### src/rtl/rtc_bus_pkg.sv
// Shared types and constants for the RTC multiplexed-bus cycle engine.
// Holds the bus FSM states, the idle strobe pattern and the default phase length.
package rtc_bus_pkg;

   localparam int PHASE_CYC_DEF = 4;

   typedef enum logic [2:0] {
      ST_IDLE    = 3'd0,
      ST_ADDR    = 3'd1,
      ST_ALATCH  = 3'd2,
      ST_GAP     = 3'd3,
      ST_DATA    = 3'd4,
      ST_RELEASE = 3'd5,
      ST_DONE    = 3'd6
   } state_t;

   typedef struct packed {
      logic cs_n;
      logic rd_n;
      logic wr_n;
      logic ad_n;
   } strobe_t;

   localparam strobe_t STROBE_IDLE = 4'b1111;

   // Fixed order of the timed bus phases; anything unexpected falls back to IDLE.
   function automatic state_t next_phase(input state_t s);
      state_t n;
      case (s)
         ST_IDLE:    n = ST_ADDR;
         ST_ADDR:    n = ST_ALATCH;
         ST_ALATCH:  n = ST_GAP;
         ST_GAP:     n = ST_DATA;
         ST_DATA:    n = ST_RELEASE;
         ST_RELEASE: n = ST_DONE;
         default:    n = ST_IDLE;
      endcase
      return n;
   endfunction

endpackage

### src/rtl/rtc_bus_cycle_if.sv
// Command-side handshake plus RTC chip pins for one bus-cycle engine.
// The slave modport is the engine; the master modport is the command FSM and pad.
interface rtc_bus_cycle_if #(
   parameter int AW = 8,
   parameter int DW = 8
) ();

   logic          req;
   logic          rw;
   logic [AW-1:0] addr;
   logic [DW-1:0] wdata;
   logic          busy;
   logic          ack;
   logic [DW-1:0] rdata;
   logic          cs_n;
   logic          rd_n;
   logic          wr_n;
   logic          ad_n;
   logic [DW-1:0] ad_out;
   logic          ad_oe;
   logic [DW-1:0] ad_in;

   modport master (
      output req, rw, addr, wdata, ad_in,
      input  busy, ack, rdata, cs_n, rd_n, wr_n, ad_n, ad_out, ad_oe
   );

   modport slave (
      input  req, rw, addr, wdata, ad_in,
      output busy, ack, rdata, cs_n, rd_n, wr_n, ad_n, ad_out, ad_oe
   );

endinterface

### src/rtl/rtc_phase_timer.sv
// Phase length timer: reloads on every state change and counts down to zero.
// last_cyc is high during the final cycle of the current phase.
module rtc_phase_timer
   import rtc_bus_pkg::*;
#(
   parameter int PHASE_CYC = PHASE_CYC_DEF
) (
   input  logic clk,
   input  logic reset,
   input  logic load,
   output logic last_cyc
);

   localparam int CW = $clog2(PHASE_CYC + 1);
   localparam logic [CW-1:0] RELOAD = CW'(PHASE_CYC - 1);

   logic [CW-1:0] cnt_reg;
   logic [CW-1:0] cnt_next;

   // Holds at zero instead of wrapping, so a stalled phase never re-times itself.
   always_comb begin
      cnt_next = cnt_reg;
      if (load) begin
         cnt_next = RELOAD;
      end else if (cnt_reg != '0) begin
         cnt_next = cnt_reg - 1'b1;
      end
   end

   always_ff @(posedge clk or negedge reset) begin
      if (!reset) begin
         cnt_reg <= '0;
      end else begin
         cnt_reg <= cnt_next;
      end
   end

   assign last_cyc = (cnt_reg == '0);

endmodule

### src/rtl/rtc_bus_cycle.sv
// Bus-cycle engine: one read or write per req/ack handshake on the RTC's
// multiplexed address/data bus, with every pin driven straight from a flop.
module rtc_bus_cycle
   import rtc_bus_pkg::*;
#(
   parameter int PHASE_CYC = PHASE_CYC_DEF,
   parameter int AW        = 8,
   parameter int DW        = 8
) (
   input logic            clk,
   input logic            reset,
   rtc_bus_cycle_if.slave bus
);

   state_t        state_reg;
   state_t        state_next;
   logic          last_cyc;
   logic          phase_load;
   logic          accept;

   logic          rw_reg;
   logic [AW-1:0] addr_reg;
   logic [DW-1:0] wdata_reg;
   logic [DW-1:0] addr_dw;
   logic [DW-1:0] rdata_reg;
   logic          cap_reg;
   logic          cap_next;

   strobe_t       strobe_reg;
   strobe_t       strobe_next;
   logic [DW-1:0] ad_out_reg;
   logic [DW-1:0] ad_out_next;
   logic          ad_oe_reg;
   logic          ad_oe_next;
   logic          busy_reg;
   logic          busy_next;
   logic          ack_reg;
   logic          ack_next;

   assign addr_dw = DW'(addr_reg);

   rtc_phase_timer #(
      .PHASE_CYC (PHASE_CYC)
   ) u_timer (
      .clk      (clk),
      .reset    (reset),
      .load     (phase_load),
      .last_cyc (last_cyc)
   );

   always_comb begin
      state_next = state_reg;
      accept     = 1'b0;
      case (state_reg)
         ST_IDLE: begin
            if (bus.req) begin
               state_next = ST_ADDR;
               accept     = 1'b1;
            end
         end
         ST_DONE: state_next = ST_IDLE;
         default: begin
            if (last_cyc) begin
               state_next = next_phase(state_reg);
            end
         end
      endcase
      phase_load = (state_next != state_reg);
      // Bus outputs trail the state by a cycle, so the final visible DATA
      // cycle is sampled one edge after the DATA state's last cycle.
      cap_next   = (state_reg == ST_DATA) && last_cyc && rw_reg;
   end

   always_comb begin
      strobe_next = STROBE_IDLE;
      ad_out_next = '0;
      ad_oe_next  = 1'b0;
      busy_next   = (state_reg != ST_IDLE);
      ack_next    = (state_reg == ST_DONE);
      case (state_reg)
         ST_ADDR: begin
            strobe_next = '{cs_n: 1'b0, rd_n: 1'b1, wr_n: 1'b0, ad_n: 1'b0};
            ad_out_next = addr_dw;
            ad_oe_next  = 1'b1;
         end
         ST_ALATCH: begin
            strobe_next = '{cs_n: 1'b1, rd_n: 1'b1, wr_n: 1'b1, ad_n: 1'b0};
            ad_out_next = addr_dw;
            ad_oe_next  = 1'b1;
         end
         ST_DATA: begin
            if (rw_reg) begin
               strobe_next = '{cs_n: 1'b0, rd_n: 1'b0, wr_n: 1'b1, ad_n: 1'b1};
            end else begin
               strobe_next = '{cs_n: 1'b0, rd_n: 1'b1, wr_n: 1'b0, ad_n: 1'b1};
               ad_out_next = wdata_reg;
               ad_oe_next  = 1'b1;
            end
         end
         ST_RELEASE: begin
            if (!rw_reg) begin
               ad_out_next = wdata_reg;
               ad_oe_next  = 1'b1;
            end
         end
         default: ;
      endcase
   end

   always_ff @(posedge clk or negedge reset) begin
      if (!reset) begin
         state_reg  <= ST_IDLE;
         rw_reg     <= 1'b0;
         addr_reg   <= '0;
         wdata_reg  <= '0;
         rdata_reg  <= '0;
         cap_reg    <= 1'b0;
         strobe_reg <= STROBE_IDLE;
         ad_out_reg <= '0;
         ad_oe_reg  <= 1'b0;
         busy_reg   <= 1'b0;
         ack_reg    <= 1'b0;
      end else begin
         state_reg <= state_next;
         if (accept) begin
            rw_reg    <= bus.rw;
            addr_reg  <= bus.addr;
            wdata_reg <= bus.wdata;
         end
         cap_reg <= cap_next;
         if (cap_reg) begin
            rdata_reg <= bus.ad_in;
         end
         strobe_reg <= strobe_next;
         ad_out_reg <= ad_out_next;
         ad_oe_reg  <= ad_oe_next;
         busy_reg   <= busy_next;
         ack_reg    <= ack_next;
      end
   end

   assign bus.busy   = busy_reg;
   assign bus.ack    = ack_reg;
   assign bus.rdata  = rdata_reg;
   assign bus.cs_n   = strobe_reg.cs_n;
   assign bus.rd_n   = strobe_reg.rd_n;
   assign bus.wr_n   = strobe_reg.wr_n;
   assign bus.ad_n   = strobe_reg.ad_n;
   assign bus.ad_out = ad_out_reg;
   assign bus.ad_oe  = ad_oe_reg;

endmodule
### src/flat_wrapper.sv
// flat-port wrapper written by rule: the top's interface ports become plain ports
module rtc_bus_cycle_flat import rtc_bus_pkg::*;
#(
   parameter int PHASE_CYC = PHASE_CYC_DEF,
   parameter int AW        = 8,
   parameter int DW        = 8
)
  (clk, reset, bus_req, bus_rw, bus_addr, bus_wdata, bus_ad_in, bus_busy, bus_ack, bus_rdata, bus_cs_n, bus_rd_n, bus_wr_n, bus_ad_n, bus_ad_out, bus_ad_oe);
  rtc_bus_cycle_if #(.AW(AW), .DW(DW)) bus_i ();
  input logic clk;
  input logic reset;
  input wire logic [$bits(bus_i.req)-1:0] bus_req;
  input wire logic [$bits(bus_i.rw)-1:0] bus_rw;
  input wire logic [$bits(bus_i.addr)-1:0] bus_addr;
  input wire logic [$bits(bus_i.wdata)-1:0] bus_wdata;
  input wire logic [$bits(bus_i.ad_in)-1:0] bus_ad_in;
  output wire logic [$bits(bus_i.busy)-1:0] bus_busy;
  output wire logic [$bits(bus_i.ack)-1:0] bus_ack;
  output wire logic [$bits(bus_i.rdata)-1:0] bus_rdata;
  output wire logic [$bits(bus_i.cs_n)-1:0] bus_cs_n;
  output wire logic [$bits(bus_i.rd_n)-1:0] bus_rd_n;
  output wire logic [$bits(bus_i.wr_n)-1:0] bus_wr_n;
  output wire logic [$bits(bus_i.ad_n)-1:0] bus_ad_n;
  output wire logic [$bits(bus_i.ad_out)-1:0] bus_ad_out;
  output wire logic [$bits(bus_i.ad_oe)-1:0] bus_ad_oe;
  assign bus_i.req = bus_req;
  assign bus_i.rw = bus_rw;
  assign bus_i.addr = bus_addr;
  assign bus_i.wdata = bus_wdata;
  assign bus_i.ad_in = bus_ad_in;
  assign bus_busy = bus_i.busy;
  assign bus_ack = bus_i.ack;
  assign bus_rdata = bus_i.rdata;
  assign bus_cs_n = bus_i.cs_n;
  assign bus_rd_n = bus_i.rd_n;
  assign bus_wr_n = bus_i.wr_n;
  assign bus_ad_n = bus_i.ad_n;
  assign bus_ad_out = bus_i.ad_out;
  assign bus_ad_oe = bus_i.ad_oe;
  rtc_bus_cycle #(.PHASE_CYC(PHASE_CYC), .AW(AW), .DW(DW)) u_core (.clk(clk), .reset(reset), .bus(bus_i));
endmodule
### config.mk
export PLATFORM = sky130hd
export DESIGN_NAME = rtc_bus_cycle_flat
export DESIGN_NICKNAME = d
export VERILOG_FILES = /design/src/rtl/rtc_bus_pkg.sv /design/src/rtl/rtc_bus_cycle_if.sv /design/src/rtl/rtc_phase_timer.sv /design/src/rtl/rtc_bus_cycle.sv /design/src/flat_wrapper.sv
export SDC_FILE = /design/constraint.sdc
export NUM_CORES = 1
export LEC_CHECK = 0
export ABC_AREA = 0
export CAP_MARGIN = 40
export CORE_UTILIZATION = 25
export DETAILED_ROUTE_END_ITERATION = 10
export MAX_ROUTING_LAYER = met4
export PLACE_DENSITY = 0.52
export SYNTH_ARGS = -nofsm -noshare
export SYNTH_HDL_FRONTEND = slang
export SYNTH_SLANG_ARGS = --single-unit
### constraint.sdc
create_clock -name clk -period 2.9 [get_ports clk]
set_input_delay 0.58 -clock clk [delete_from_list [all_inputs] [get_ports clk]]
set_output_delay 0.58 -clock clk [all_outputs]
set_load 0.02 [all_outputs]
* After elaboration in Yosys (flattened, before gate mapping)
Index checks and enable logic that the tools add are counted.
** Storage, ports and cells
- Bits of input ports :: 28
- Register bits after elaboration :: 47
- Logic and storage cells :: 46
- Output and inout port bits :: 23
** Operators by class
- Add/sub/neg operators :: 1
- Mux-type cells :: 14
- Equality and inequality tests :: 7
- Reductions and logical operators :: 9
** Operators with widths (number)
- 8-bit case mux with 2 select lines :: 1
- 3-bit 2-to-1 mux :: 5
- 3-bit case mux with 5 select lines :: 1
- 4-bit case mux with 3 select lines :: 1
- 3-bit == test, second input constant :: 3
- 8-bit 2-to-1 mux :: 1
- 3-bit by 2-bit == test with 1-bit output, second input constant :: 2
- 3-bit logical NOT :: 2
- 3-bit case mux with 2 select lines :: 1
- 3-bit nonzero test :: 2
- 2-bit OR reduction :: 2
- 3-bit by 1-bit == test with 1-bit output, second input constant :: 1
- 1-bit 2-to-1 mux :: 3
- 3-bit inequality test :: 1
- 3-bit by 1-bit subtractor with 3-bit output, second input constant :: 1
- 1-bit logical AND :: 2
- 1-bit case mux with 2 select lines :: 1
- 2-bit nonzero test :: 1

* Depth between registers and ports, before layout
- Depth after elaboration :: 6
- Depth in mapped cells :: 7
- Mapped depth without buffers :: 6

* By module
Synthesis repeated with hierarchy kept, for this count alone.
** Second synthesis, totals
- Cells, all modules :: 150
- Area, all modules :: 1971.9 um^2
** By module, submodules not included
- rtc_bus_cycle :: sequential area each 1106.1 um^2, instances 1, area each 1790.5 um^2, cells each 133
- rtc_phase_timer :: sequential area each 75.1 um^2, instances 1, area each 181.4 um^2, cells each 17

* Worst setup path after synthesis
No wires, ideal clock.
- Kind :: reg-to-reg
- From :: reg u_core.u_timer.cnt_reg[0]
- To :: reg u_core.u_timer.cnt_reg[2]
- Path buffers :: 1
- Slack :: 1189 ps
- Stages on the path, launching flop included :: 8
- Setup time :: 119 ps
- Data required time :: 2781 ps
- Clock period less this slack :: 1711 ps
- Arrival :: 1592 ps
- Path through :: dfrtp_1 -> inv_1 -> ha_1 -> ha_1 -> buf_2 -> nor3b_1 -> or4_1 -> and2_1
** On the way
- Word-level cells in the longest chain between the ends :: 5
- Elaborated cells on any way between the ends :: 9
- Those cells by class :: 1 x add/sub; 1 x eq/ne; 4 x mux; 3 x reduce/logical
** Ends and longest elaborated chain
- start: declaration :: line rtc_phase_timer.sv:17 : logic [CW-1:0] cnt_reg;
- start signal: assignment :: line rtc_phase_timer.sv:34 : cnt_reg <= cnt_next;
- 3-bit logical NOT :: line rtc_phase_timer.sv:38 : assign last_cyc = (cnt_reg == '0);
- 3-bit 2-to-1 mux :: line rtc_bus_cycle.sv:63 : if (last_cyc) begin
- 3-bit case mux with 2 select lines :: line rtc_bus_cycle.sv:54 : case (state_reg)
- 3-bit inequality test :: line rtc_bus_cycle.sv:68 : phase_load = (state_next != state_reg);
- 3-bit 2-to-1 mux / 2-bit nonzero test (equally long branches)
Several ways; a longest one is shown, not always the timed one. The select of a mux whose other input is x is not followed.
A chain may end at the register's enable or synchronous reset.

* Worst setup path after layout
- From :: reg u_core.strobe_reg (netlist bit u_core.bus.ad_n)
- To :: out bus_ad_n
** RTL lines
- start: declaration :: line rtc_bus_cycle.sv:29 : strobe_t strobe_reg;
- start signal: assignment :: line rtc_bus_cycle.sv:134 : strobe_reg <= strobe_next;
- end: declaration :: line flat_wrapper.sv:23 : output wire logic [$bits(bus_i.ad_n)-1:0] bus_ad_n;
No word-level cell between the ends.

==> metrics.txt <==
status complete, no violations; area added between synthesis and finish 35.55%; largest net degree at the start of global routing 26; largest area contributor in the netlist dfrtp_1; CP max stage delay 0.60 ns; HPWL after detailed placement between 2000 and 3000 um; Final #Nets about 210; R2R depth 6; mean routed wirelength per cell 12.58 um; kind of critical path reg -> out; top cell type's share of synthesized area 0.5650; top-count cell post-synth dfrtp_1; Die Ht between 80 and 90 um; Core ar. 7292 um2; met2 usage 0.1374; Critical Path Source Type flip-flop; Rel. slew slack 0.5781; met1 usage 0.1346; final cell count without fillers 284; sequential share of power 0.442; #FFs+latches synth 47; FF-to-FF setup slack 0.95 ns; top cells by area, synth dfrtp_1, mux2_2, mux2_4; Sink Count 47; Syn Area/Cell ~14 um2; Netlist Area Pre-Place 1904 um2; row cnt 31; PostCTS Resize Cnt 0; Sw Ratio 0.3220; first-pass GRT wire length 5685 um; leakage 1.132 nW; delay-heaviest family, CP buffers and inverters; clock skew 0.009306 ns; Max Clk Rate 501.9 MHz; Total GRT Usage 0.1016; global routing's busiest layer met2; Routed WL 3574 um; via/cell ratio 4.102; Post-synth top cells dfrtp_1, mux2_2, mux2_4; PwrDens 979.8 nW/um2; minimum clock period 1.992 ns; setup TNS 0 ns; RePlAce Congestion ~0.67; Critical Path Sink Type output port; final hold violation count 0; post-synth net total 162; Final period util 0.6870; Tot Pwr 2.529 mW; Post-synth EDFFs 0; worst-case clock buffer depth 2; warnings from Yosys 0; CTS Buf Count 5; antenna-violating nets left 0; layout cells sized above 1 0.2162; CP Cell Sequence clkdlybuf4s50_1; critical path depth 1; Comb power frac 0.391; Synth Instances 132; cts hold-fix bufs 0; die area 7970 um2; CTS root buffer clkbuf_8; r2r endpoint u_core.u_timer.cnt_reg[2]$_DFFE_PN0P_; VDD IR max 0.2357 mV; diode count 0; number of global-route vias before repair 1119; GRT overflow 0; Crit path arrival time 1.41 ns; CP endpoint bus_ad_n; unique cell type count in the Yosys netlist 31; Die Wd 89.28 um; P_sw 0.8144 mW; max-cap check violation count 0; postcts setup bufs 0; Placed Area 2481 um2; Post-route DRC 0; initial drt markers 74; RSZ-0062 raised after global routing no; Pint 1.715 mW; Crit Path Max Fanout 1; endpoints failing setup 0; clk_lat worst skew around 0.30 ns; post-route cell area 2581 um2; GR Util met3 0.03139; Worst Setup SP u_core.bus.ad_n$_DFF_PN1_; Placed Cells 276; Worst-Margin Slew 0.6305 ns; H-tree Lvls 2; Reg-to-Reg Start u_core.u_timer.cnt_reg[0]$_DFFE_PN0P_; CP required between 2 and 2.5 ns; CP Buf/Inv Count 1; DR vias 1165; CTS tree yes; IO buf count 50; Worst Hold Class in -> async; commonest register cell after synthesis dfrtp_1; fin. max-slew vios 0; clock share of power 0.167; Worst-path clk slew 0.09 ns; register area share after synthesis 0.6202; initial antenna violation count 0; First-pass DRT Iterations 3; Ports 51; Hold Slack 0.2409 ns; CP max-delay cell clkdlybuf4s50_1; Initial Util 0.2612; Filler cells 741; ys async rst share 1.000
==> metrics by stage <==
step	util	setup slack (ns)
5_1_grt	0.3540	0.8436
3_3_place_gp	0.3403	0.8575
2_1_floorplan	-	1.189
6_report	0.3540	0.9076
3_5_place_dp	0.3403	0.8517
4_1_cts	0.3540	0.8876
==> worst reg2reg max path, delay by kind of cell (launching register included) <==
kind | cells | cell delay, ns
AND/OR/NAND/NOR | 3 | 0.86
adder cells (fa/ha/maj) | 2 | 0.53
flip-flops | 1 | 0.40
buffers and inverters | 1 | 0.07
==> logic make-up after synthesis <==
kind of cell / count (synthesis) / synth area share
muxes: 26 / 0.1728
and+or+nand+nor: 25 / 0.07885
DFF: 47 / 0.6202
AOI/OAI and AO/OA: 15 / 0.05913
adders and majority gates: 2 / 0.01314
xor gates and xnor gates: 3 / 0.01380
buffers and inverters: 14 / 0.04205
==> final cells by class <==
cell class / instances / area [um2] / share of cell area
tap: 99 / 123.9 / 0.04799
inverter: 8 / 30.03 / 0.01163
clock buffer: 8 / 100.1 / 0.03878
multi-input combinational: 71 / 643.1 / 0.2492
timing repair buffer: 51 / 503.0 / 0.1949
sequential: 47 / 1181 / 0.4576
==> layer usage <==
layer | vias up | routed length [um]
li1 | 560 | -
met1 | 549 | 1673
met2 | 46 | 1548
met3 | 10 | 264
met4 | 0 | 88
met5 | - | 0
==> layout by cell type (no fill, tap or decap), drive strengths merged, types with 3 or more instances in the layout <==
master and instances:
clkbuf 8, a22o 8, nor2 7, o21ai 3, clkdlybuf4s50 49, mux2 25
inv 8, nand3 3, dfstp 4, nand2 5, dfrtp 43
==> how the worst min path moves through the flow <==
stage | endpoint | slack (ns) | cells past startpoint
floorplan | u_core.addr_dw[0]$_DFFE_PN0P_ | 0.28 | 0
detailed placement | u_core.bus.ad_out[7]$_DFF_PN0_ | 0.48 | 1
finish | u_core.bus.busy$_DFF_PN0_ | 0.24 | 1
global route | u_core.bus.busy$_DFF_PN0_ | 0.27 | 1
global placement | u_core.bus.ad_out[0]$_DFF_PN0_ | 0.49 | 1
CTS | u_core.bus.busy$_DFF_PN0_ | 0.26 | 1
==> power by group through the flow <==
stage | combinational (mW) | sequential [mW] | clock, mW
finish | 0.990 | 1.12 | 0.423
global route | 1.08 | 1.16 | 0.475
CTS | 1.01 | 1.12 | 0.445
detailed placement | 1.01 | 1.13 | 0
global placement | 0.987 | 1.13 | 0
floorplan | 0.592 | 1.19 | 0
(Power assumes the default switching activity.)
